==> config.mk <==
export PLATFORM = sky130hd
export DESIGN_NAME = alu_flag_stage
export DESIGN_NICKNAME = d
export VERILOG_FILES = /design/src/rtl/alu_flag_stage.sv
export SDC_FILE = /design/constraint.sdc
export NUM_CORES = 1
export LEC_CHECK = 0
export BUFFER_PORTS_ARGS = -buffer_cell sky130_fd_sc_hd__buf_2
export CAP_MARGIN = 20
export CORE_ASPECT_RATIO = 1.5
export CORE_MARGIN = 2
export CORE_UTILIZATION = 40
export DETAILED_ROUTE_END_ITERATION = 7
export PLACE_DENSITY = 0.69
export SYNTH_ARGS = -nofsm -noshare
export SYNTH_HDL_FRONTEND = slang
export SYNTH_SLANG_ARGS = --single-unit
==> constraint.sdc <==
create_clock -name clk -period 1.98 [get_ports clk]
set_input_delay 0.297 -clock clk [delete_from_list [all_inputs] [get_ports clk]]
set_output_delay 0.297 -clock clk [all_outputs]
set_load 0.01 [all_outputs]
==> src/rtl/alu_flag_stage.sv <==
// Output stage for the ALU result path: a valid/ready register with a one-entry skid buffer,
// the held NZCV flags, and the ARM-style condition-code evaluation against those flags.
module alu_flag_stage #(
  parameter int WIDTH = 32
) (
  input  logic             clk,
  input  logic             rst,
  input  logic             in_valid,
  output logic             in_ready,
  input  logic [WIDTH-1:0] in_result,
  input  logic             in_carry,
  input  logic             in_overflow,
  input  logic             in_logical,
  input  logic             in_set_flags,
  output logic             out_valid,
  input  logic             out_ready,
  output logic [WIDTH-1:0] out_result,
  output logic [3:0]       flags_nzcv,
  input  logic             flags_wr_en,
  input  logic [3:0]       flags_wr_data,
  input  logic [3:0]       cond,
  output logic             cond_pass
);

  logic             out_valid_q, out_valid_d;
  logic [WIDTH-1:0] out_result_q, out_result_d;
  logic             skid_valid_q, skid_valid_d;
  logic [WIDTH-1:0] skid_result_q, skid_result_d;
  logic [3:0]       flags_q, flags_d;

  logic accept;
  logic xfer;
  logic flag_n, flag_z, flag_c, flag_v;

  // in_ready depends only on registered state (and reset), never on out_ready.
  assign in_ready = ~skid_valid_q & ~rst;
  assign accept   = in_valid & in_ready;
  assign xfer     = out_valid_q & out_ready;

  always_comb begin
    out_valid_d   = out_valid_q;
    out_result_d  = out_result_q;
    skid_valid_d  = skid_valid_q;
    skid_result_d = skid_result_q;
    flags_d       = flags_q;

    if (!out_valid_q || xfer) begin
      // Output register is free this cycle; the skid entry is older, so it goes first.
      if (skid_valid_q) begin
        out_result_d = skid_result_q;
        out_valid_d  = 1'b1;
        skid_valid_d = 1'b0;
      end else if (accept) begin
        out_result_d = in_result;
        out_valid_d  = 1'b1;
      end else begin
        out_valid_d  = 1'b0;
      end
    end else if (accept) begin
      skid_result_d = in_result;
      skid_valid_d  = 1'b1;
    end

    if (flags_wr_en) begin
      flags_d = flags_wr_data;
    end else if (accept && in_set_flags) begin
      flags_d[3] = in_result[WIDTH-1];
      flags_d[2] = (in_result == '0);
      flags_d[1] = in_carry;
      flags_d[0] = in_logical ? flags_q[0] : in_overflow;
    end
  end

  always_ff @(posedge clk) begin
    if (rst) begin
      out_valid_q   <= 1'b0;
      out_result_q  <= '0;
      skid_valid_q  <= 1'b0;
      skid_result_q <= '0;
      flags_q       <= 4'b0000;
    end else begin
      out_valid_q   <= out_valid_d;
      out_result_q  <= out_result_d;
      skid_valid_q  <= skid_valid_d;
      skid_result_q <= skid_result_d;
      flags_q       <= flags_d;
    end
  end

  assign out_valid  = out_valid_q;
  assign out_result = out_result_q;
  assign flags_nzcv = flags_q;

  assign flag_n = flags_q[3];
  assign flag_z = flags_q[2];
  assign flag_c = flags_q[1];
  assign flag_v = flags_q[0];

  always_comb begin
    cond_pass = 1'b1;
    case (cond)
      4'b0000: cond_pass = flag_z;
      4'b0001: cond_pass = ~flag_z;
      4'b0010: cond_pass = flag_c;
      4'b0011: cond_pass = ~flag_c;
      4'b0100: cond_pass = flag_n;
      4'b0101: cond_pass = ~flag_n;
      4'b0110: cond_pass = flag_v;
      4'b0111: cond_pass = ~flag_v;
      4'b1000: cond_pass = flag_c & ~flag_z;
      4'b1001: cond_pass = ~flag_c | flag_z;
      4'b1010: cond_pass = (flag_n == flag_v);
      4'b1011: cond_pass = (flag_n != flag_v);
      4'b1100: cond_pass = ~flag_z & (flag_n == flag_v);
      4'b1101: cond_pass = flag_z | (flag_n != flag_v);
      default: cond_pass = 1'b1;
    endcase
  end

endmodule
==> results of run 1 <==
## flip-flops by register name, indices dropped and copies added (netlist names)
signal / flops
out_result: 32
skid_result_q: 32
flags_nzcv: 4
out_valid: 1
skid_valid_q: 1
## per-stage QoR
| step | area, um^2 | util [%] | setup WS [ns] | power [mW] | instances |
|---|---|---|---|---|---|
| 2_1_floorplan | 3000 | - | 0.248 | 1.77 | 348 |
| 3_3_place_gp | 3530 | 48.5 | 0.206 | 1.94 | 518 |
| 3_5_place_dp | 3530 | 48.5 | 0.166 | 1.95 | 518 |
| 4_1_cts | 3740 | 51.4 | -0.0650 | 3.03 | 535 |
| 5_1_grt | 3800 | 52.2 | -0.150 | 3.15 | 537 |
| 6_report | 3800 | 52.2 | -0.0792 | 3.00 | 537 |
## area by class of cell
type / instances / area share, %
flip-flops and latches: 70 / 37.3
clock buffers: 13 / 4.45
inverters: 1 / 0.0989
multi-input cells: 250 / 39.9
well taps: 100 / 3.30
clock inverters: 3 / 0.461
repair buffers: 100 / 14.5
## kinds of logic (layout without fill, tap and decap cells)
group / Yosys count / count (layout) / share of synthesized area [%]
flops: 70 / 70 / 46.6
compound gates: 78 / 78 / 16.5
mux: 36 / 36 / 12.1
simple gates: 134 / 134 / 19.9
buf+inv: 28 / 117 / 4.37
xor+xnor: 2 / 2 / 0.583
## routing by layer
layer,wire length [um],vias to the layer above,GRT usage (%)
li1,-,1394,-
met1,3060,1256,20.7
met2,3700,98,32.4
met3,532,15,5.55
met4,180,0,9.44
met5,0,-,0
## critical path, cell delays in order (launching register included)
cell	delay (ns)
dfxtp_4	0.39
nor2b_1	0.18
a2111oi_0	0.08
or4_1	0.47
a21oi_1	0.15
buf_2	0.14
## power by group through the flow
stage	clock network (mW)	logic, mW	registers, mW
after floorplan	0	0.202	1.57
after global placement	0	0.395	1.54
after detailed placement	0	0.403	1.54
after CTS	1.10	0.411	1.51
after global routing	1.16	0.470	1.52
final	1.07	0.421	1.51
## repair_timing
action                     in CTS  in global routing
resized for setup               6                 10
pin swaps                       1                  5
setup endpoints to repair       1                  1
setup buffers                   1                  2
## cell usage in the layout (no fill, tap or decap), types with 3 or more instances in the layout
cell / count
clkbuf_8: 12
nor2_1: 34
dfxtp_4: 4
dfxtp_1: 65
a211oi_1: 33
nor4_1: 7
nand2_1: 69
nand2b_1: 3
buf_4: 11
buf_2: 87
nor2b_1: 3
a21oi_1: 38
or4_1: 3
mux2i_1: 33
## worst paths after layout
path                startpoint                 to  slack (ns)  depth (start not counted)
max              flags_nzcv[2]          cond_pass       -0.08                          5
min           flags_wr_data[1]      flags_nzcv[1]        0.20                          3
max reg2reg          out_valid     out_result[25]        0.57                          5
min reg2reg  skid_result_q[28]  skid_result_q[28]        0.45                          2
==> impl.org, run 1 <==
** STA
- Max_slew headroom :: 53.6%
- Slew @ Worst Pin :: 0.689 ns
- Period utilization :: 104%
- Setup repair after global routing missed its margin :: true
- Across all setup checks in the final design, the least slack found is -0.0792 ns.
- Final worst clock skew :: 0.00683 ns
- Max Freq :: 0.486 GHz
- Max Transition Viols Final :: 0
- Clock period minus final worst setup slack :: 2.06 ns
- Count of endpoints failing hold in the final timing report :: 0
- Final hold analysis gives a worst-case slack of 0.196 ns.
- Final-layout setup total negative slack :: -0.0792 ns
- Setup violations remaining at the end of the flow were counted as 1.

** Power and ir drop
- Net switching is 26.2% of the power.
- Dividing total power by cell area gives a power density of 790 nW/um^2.
- For this design the static power due to leakage is 1.46 nW.
- The internal portion of the total power is 2.21 mW.
- Peak supply drop :: 0.000501 V
- Of the total power, registers draw 50.4%.
- Of the total power, the clock network draws 35.6%.
- Switch Pwr :: 786 uW
- Share of power burned in combinational logic :: 14.0%

** Yosys
- dfxtp_1 takes more of the synthesized area than any other cell.
- EDFF count, synth :: 0
- Synth unique cells :: 35
- After synthesis the cells add up to 3000 um^2.
- Yosys attributes the largest share of cell area to dfxtp_1 (47%), mux2i_1 (11%), nand2_1 (8.6%).
- Yosys instantiated no cell more often than dfxtp_1.
- In the synthesized netlist the dominant register cell turns out to be dfxtp_1.
- Commonest cells in the synthesized netlist :: dfxtp_1 (70), nand2_1 (69), a21oi_1 (38)
- Yosys printed 0 warnings.
- After synthesis, flip-flops and latches occupy 46.6% of the total area.
- Post-Syn Nets :: 397
- Each instance of the synthesized netlist takes up on average 8.63 um^2.
- For this run, asynchronously set or reset flops after synthesis account for 0%.
- Synthesis produced 348 cells.
- The top cell type by area accounts for 46.6% of the synthesized area.
- The synthesized design contains 70 register bits.

** Routing
- Residual DRC count :: 0
- Post-DR wirelength/cell :: 13.9 um
- The first TritonRoute pass finished after 4 iterations.
- The first routing iteration left 83 violations.
- Once detail routing completed, the nets flagged for antenna violations numbered 0.
- Using the TritonRoute via totals, the vias-per-cell ratio works out to 5.15.
- For this block, the routed nets add up to 7.47 mm of wire.
- DR vias :: 2763

** CTS
- Deepest clock path buffer count :: 2
- CTS saw 70 sinks.
- H-tree Lvls :: 3
- Hold-fix buffers at CTS :: 0
- Clock insertion delay at the later pin of the skew report :: 0.34 ns
- TritonCTS Buffers :: 9
- TritonCTS built the clock tree.
- In this run the clock root is driven by a clkbuf_8.
- Clock-pin transition on the worst setup and hold timing paths :: 0.07 ns

** Floorplanning
- Starting utilization of the core area :: 41.3%
- Row generation in the floorplan step produced 38 rows.
- Core area :: 7270 um^2
- Height of the die :: 110 um
- Total Die Area :: 8230 um^2
- For this design the top-level I/O count stands at 88.
- Die boundary width :: 74.8 um

** Global route
- Number of antenna violations at the first check in global routing :: 0
- Entering global routing, the biggest net connects 45 pins.
- The first global-routing pass estimated 11.8 mm of wire.
- Global routing consumed, over all layers together, 18.8% of the routing resources.
- Total congestion overflow after global routing :: 0
- Vias in the first global route :: 2613

** Min path
- The worst hold path belongs to the class in2reg.

** Critical path
- Critical-path maximum fanout :: 7
- Signal arrival time at the worst endpoint :: 1.76 ns
- STA classifies the critical path startpoint as a flip-flop.
- STA puts the critical path data required time at 1.68 ns.
- CP Class :: reg2out
- STA classifies the critical path endpoint as a primary output.

** Final layout
- Relative to the synthesized area, the layout overhead comes to 26.4%.
- FF/Latch Area :: 1420 um^2
- Final antenna diode count :: 0
- In the final layout, the multi-input gates occupy 1510 um^2.
- Final net count :: 481
- Filler cells :: 711
- In the final layout, the share of cells above drive strength 1 is 29.3%.

** Place
- Global placement routability congestion :: 0.749
- Half-perimeter wire length of the detailed placement result :: 5.18 mm
- Input/output buffers :: 87

** Status
- The flow ran to the end, but the final reports show violations.
- Violated checks :: setup timing

** Job
- Number of max-capacitance violations reported :: 0
(Power assumes the default switching activity.)
==> inputs of run 2 (changes only) <==
Settings changed: CORE_ASPECT_RATIO 1.5 to 1.1, SETUP_SLACK_MARGIN from default to 0.05.
==> run 2 against run 1 <==
The flow still finishes with violations (setup timing); combinational power about the same; power up 11%; highest routed layer unchanged; utilization down 0.24 points; maximum frequency down 0.12%; critical path depth unchanged; clock skew up 0.00077 ns; final area up 0.56%; cell count down 2.6%; via count down 1.7%; sequential share of layout area down 0.21 points; sequential cell count unchanged; sequential power about the same.
==> impl.org, run 2 (synthesis gave the netlist of run 1 again) <==
** CTS
- TritonCTS built the clock tree.
- The number of hold buffers added after CTS was 0.
- Clock-pin transition on the worst setup and hold timing paths :: 0.07 ns
- Clock insertion delay at the later pin of the skew report :: 0.34 ns
- Counting along the longest clock path gives a buffer depth of 2.
- H-tree Lvls :: 3
- Clock Tree Root :: clkbuf_8
- TritonCTS Buffers :: 9
- Clock tree synthesis found a total of 70 sinks.

** Status
- Violated checks :: setup timing
- The flow ran to the end, but the final reports show violations.

** STA
- Headroom to the max-slew limit came out at 70.4%.
- Final WS setup :: -0.0817 ns
- Setup repair after global routing missed its margin :: true
- Max Transition Viols Final :: 0
- The smallest clock period supported by the final layout is computed as 2.06 ns.
- The clock arrives with 0.00760 ns of skew.
- Max Freq :: 0.485 GHz
- After routing, the total negative slack on setup checks comes to -0.0817 ns.
- Slew @ Worst Pin :: 0.445 ns
- Setup violations remaining at the end of the flow were counted as 1.
- Count of endpoints failing hold in the final timing report :: 0
- After layout, the worst path uses 104% of the clock period.

** Job
- Number of max-capacitance violations reported :: 0

** Critical path
- Setup slack on the worst reg-to-reg path comes out at 0.63 ns.
- Critical Path Source Type :: flip-flop
- Startpoint of the worst-slack reg-to-reg timing path :: out_valid
- Cell family with the largest share of critical-path delay :: simple AND/OR/NAND/NOR gates
- Data on the critical path arrives at its endpoint at 1.76 ns.
- The worst register-to-register path has a depth of 5.
- Following the worst setup path forward leads to its endpoint at cond_pass.
- Launching instance or port of the critical path :: flags_nzcv[0]
- Worst stage delay on the critical path :: 0.49 ns
- Critical register-to-register path endpoint :: skid_result_q[13]
- Along the worst path, the maximum fanout reaches 4.
- Traced cell by cell, the critical path runs through mux2i_2 -> and3b_1 -> or4_1 -> a21oi_1 -> buf_2.
- Nature of the critical path endpoint :: primary output
- Cell at the slowest stage of the critical path :: or4_1
- Together, buffers and inverters on the worst path number 1.
- Required time of the critical path :: 1.68 ns
- CP Class :: reg2out
- Number of stages on the worst setup path :: 5

** Final layout
- From synthesis to final layout, the design area changed by 27.1%.
- Leaving out fill and tap cells, the most frequent cell in the layout is buf_2.
- The repair_antennas step left the layout with diodes totalling 0.
- After the last flow step, the layout net total stands at 480.
- Non-filler instance count after layout :: 523
- Leading cell types in the layout, fill and taps excluded :: buf_2 (87), nand2_1 (69), dfxtp_1 (65)
- Fill cells in the final layout number 731.
- Fraction of layout cells with a size suffix above 1 :: 29.4%

** Place
- Global placement routability congestion :: 0.802
- Half-perimeter wire length of the detailed placement result :: 5.02 mm
- Before CTS, the worst setup slack after placement is 0.119 ns.
- In this run the tool buffered the top-level ports with 87 buffer cells.
- Number of placed instances with taps included :: 503

** Floorplanning
- The die covers 8220 um^2.
- The floorplan step defined a core boundary enclosing 7350 um^2.
- Die boundary width :: 86.6 um
- 88 I/O pins were placed.
- # rows :: 33
- The floorplan step set the die height to 94.9 um.
- For this configuration, the core starts out at a cell density of 40.9%.

** Routing
- The first detailed-routing pass ran for 4 iterations.
- Dividing the detail-routed wire length by the instance count gives 14.0 um.
- Using the TritonRoute via totals, the vias-per-cell ratio works out to 5.19.
- In the routed design, unresolved DRC markers number 0.
- Once detail routing completed, the nets flagged for antenna violations numbered 0.
- The routed design has 7.34 mm of wire.
- Detailed router's first-iteration violation count :: 126
- DR vias :: 2715

** Min path
- Worst hold path startpoint :: flags_wr_data[3]
- The worst hold path belongs to the class in2reg.

** Global route
- The via count of the first global-routing pass came to 2585.
- Largest net degree at the start of global routing :: 45
- For this run the aggregate overflow at the end of global routing stands at 0.
- Number of antenna violations at the first check in global routing :: 0
- Wire length of the first global-routing pass :: 11.8 mm
- Total Routing Usage GR :: 18.3%

** Power and ir drop
- Across the VDD grid, the largest voltage drop is 0.000631 V.
- Power spread over the standard cell area amounts to 875 nW/um^2.
- For this design the static power due to leakage is 1.48 nW.
- Power comes to 3.34 mW.
## run 2: changes by cell type in the layout (fill, tap and decap cells not counted), sizes merged
cell	previous run	this run
buf	100	99
clkinvlp	1	0
clkinv	2	3
bufinv	0	3
clkbuf	13	10
## run 2: worst min path at each step
stage                        end  cells after the start
3_5_place_dp   skid_result_q[22]                      2
4_1_cts            flags_nzcv[3]                      3
2_1_floorplan   skid_result_q[0]                      2
5_1_grt            flags_nzcv[3]                      3
3_3_place_gp    skid_result_q[8]                      2
6_report           flags_nzcv[3]                      3
## run 2: metrics by stage
| step | hold WS, ns | instance area [um^2] | util (%) |
|---|---|---|---|
| floorplan | 0.433 | 3000 | - |
| global placement | 0.441 | 3500 | 47.6 |
| detailed placement | 0.446 | 3500 | 47.6 |
| CTS | 0.190 | 3770 | 51.3 |
| global route | 0.186 | 3820 | 51.9 |
| finish | 0.203 | 3820 | 51.9 |
## run 2: repair_timing
item | CTS | global route
buffers inserted | 2 | 2
gates resized for setup | 5 | 9
endpoints found under the setup margin | 1 | 1
pin swaps | 1 | 5
cloned | 0 | 0
## run 2: layout make-up
cell class | instances | area [um^2] | share of cell area, %
clock buffers | 10 | 138 | 3.61
clock inverters | 6 | 109 | 2.85
inverters | 1 | 3.75 | 0.0983
multi-input cells | 250 | 1500 | 39.4
flip-flops and latches | 70 | 1420 | 37.1
well taps | 87 | 109 | 2.85
repair buffers | 99 | 538 | 14.1
## run 2: routing by layer
metal  vias up  track usage [%]  wire (um)
li1       1393                -          -
met3        11             5.33        436
met5         -                0          0
met1      1233             21.2       3130
met2        78             31.8       3670
met4         0             6.64        115
## run 2: report_power, final
part	switching, mW	total [mW]	internal, mW	leakage, nW
Clock	0.538	1.41	0.869	0.126
Sequential	0.0391	1.51	1.47	0.575
Combinational	0.233	0.419	0.187	0.781
Total	0.810	3.34	2.53	1.48
## run 2: worst reg2reg max path, delay by kind of cell (launching register included)
family                 cells  cell delay, ns
AO/OA/AOI/OAI              1            0.13
buffers and inverters      1            0.33
flip-flops                 1            0.34
AND/OR/NAND/NOR            3            0.47
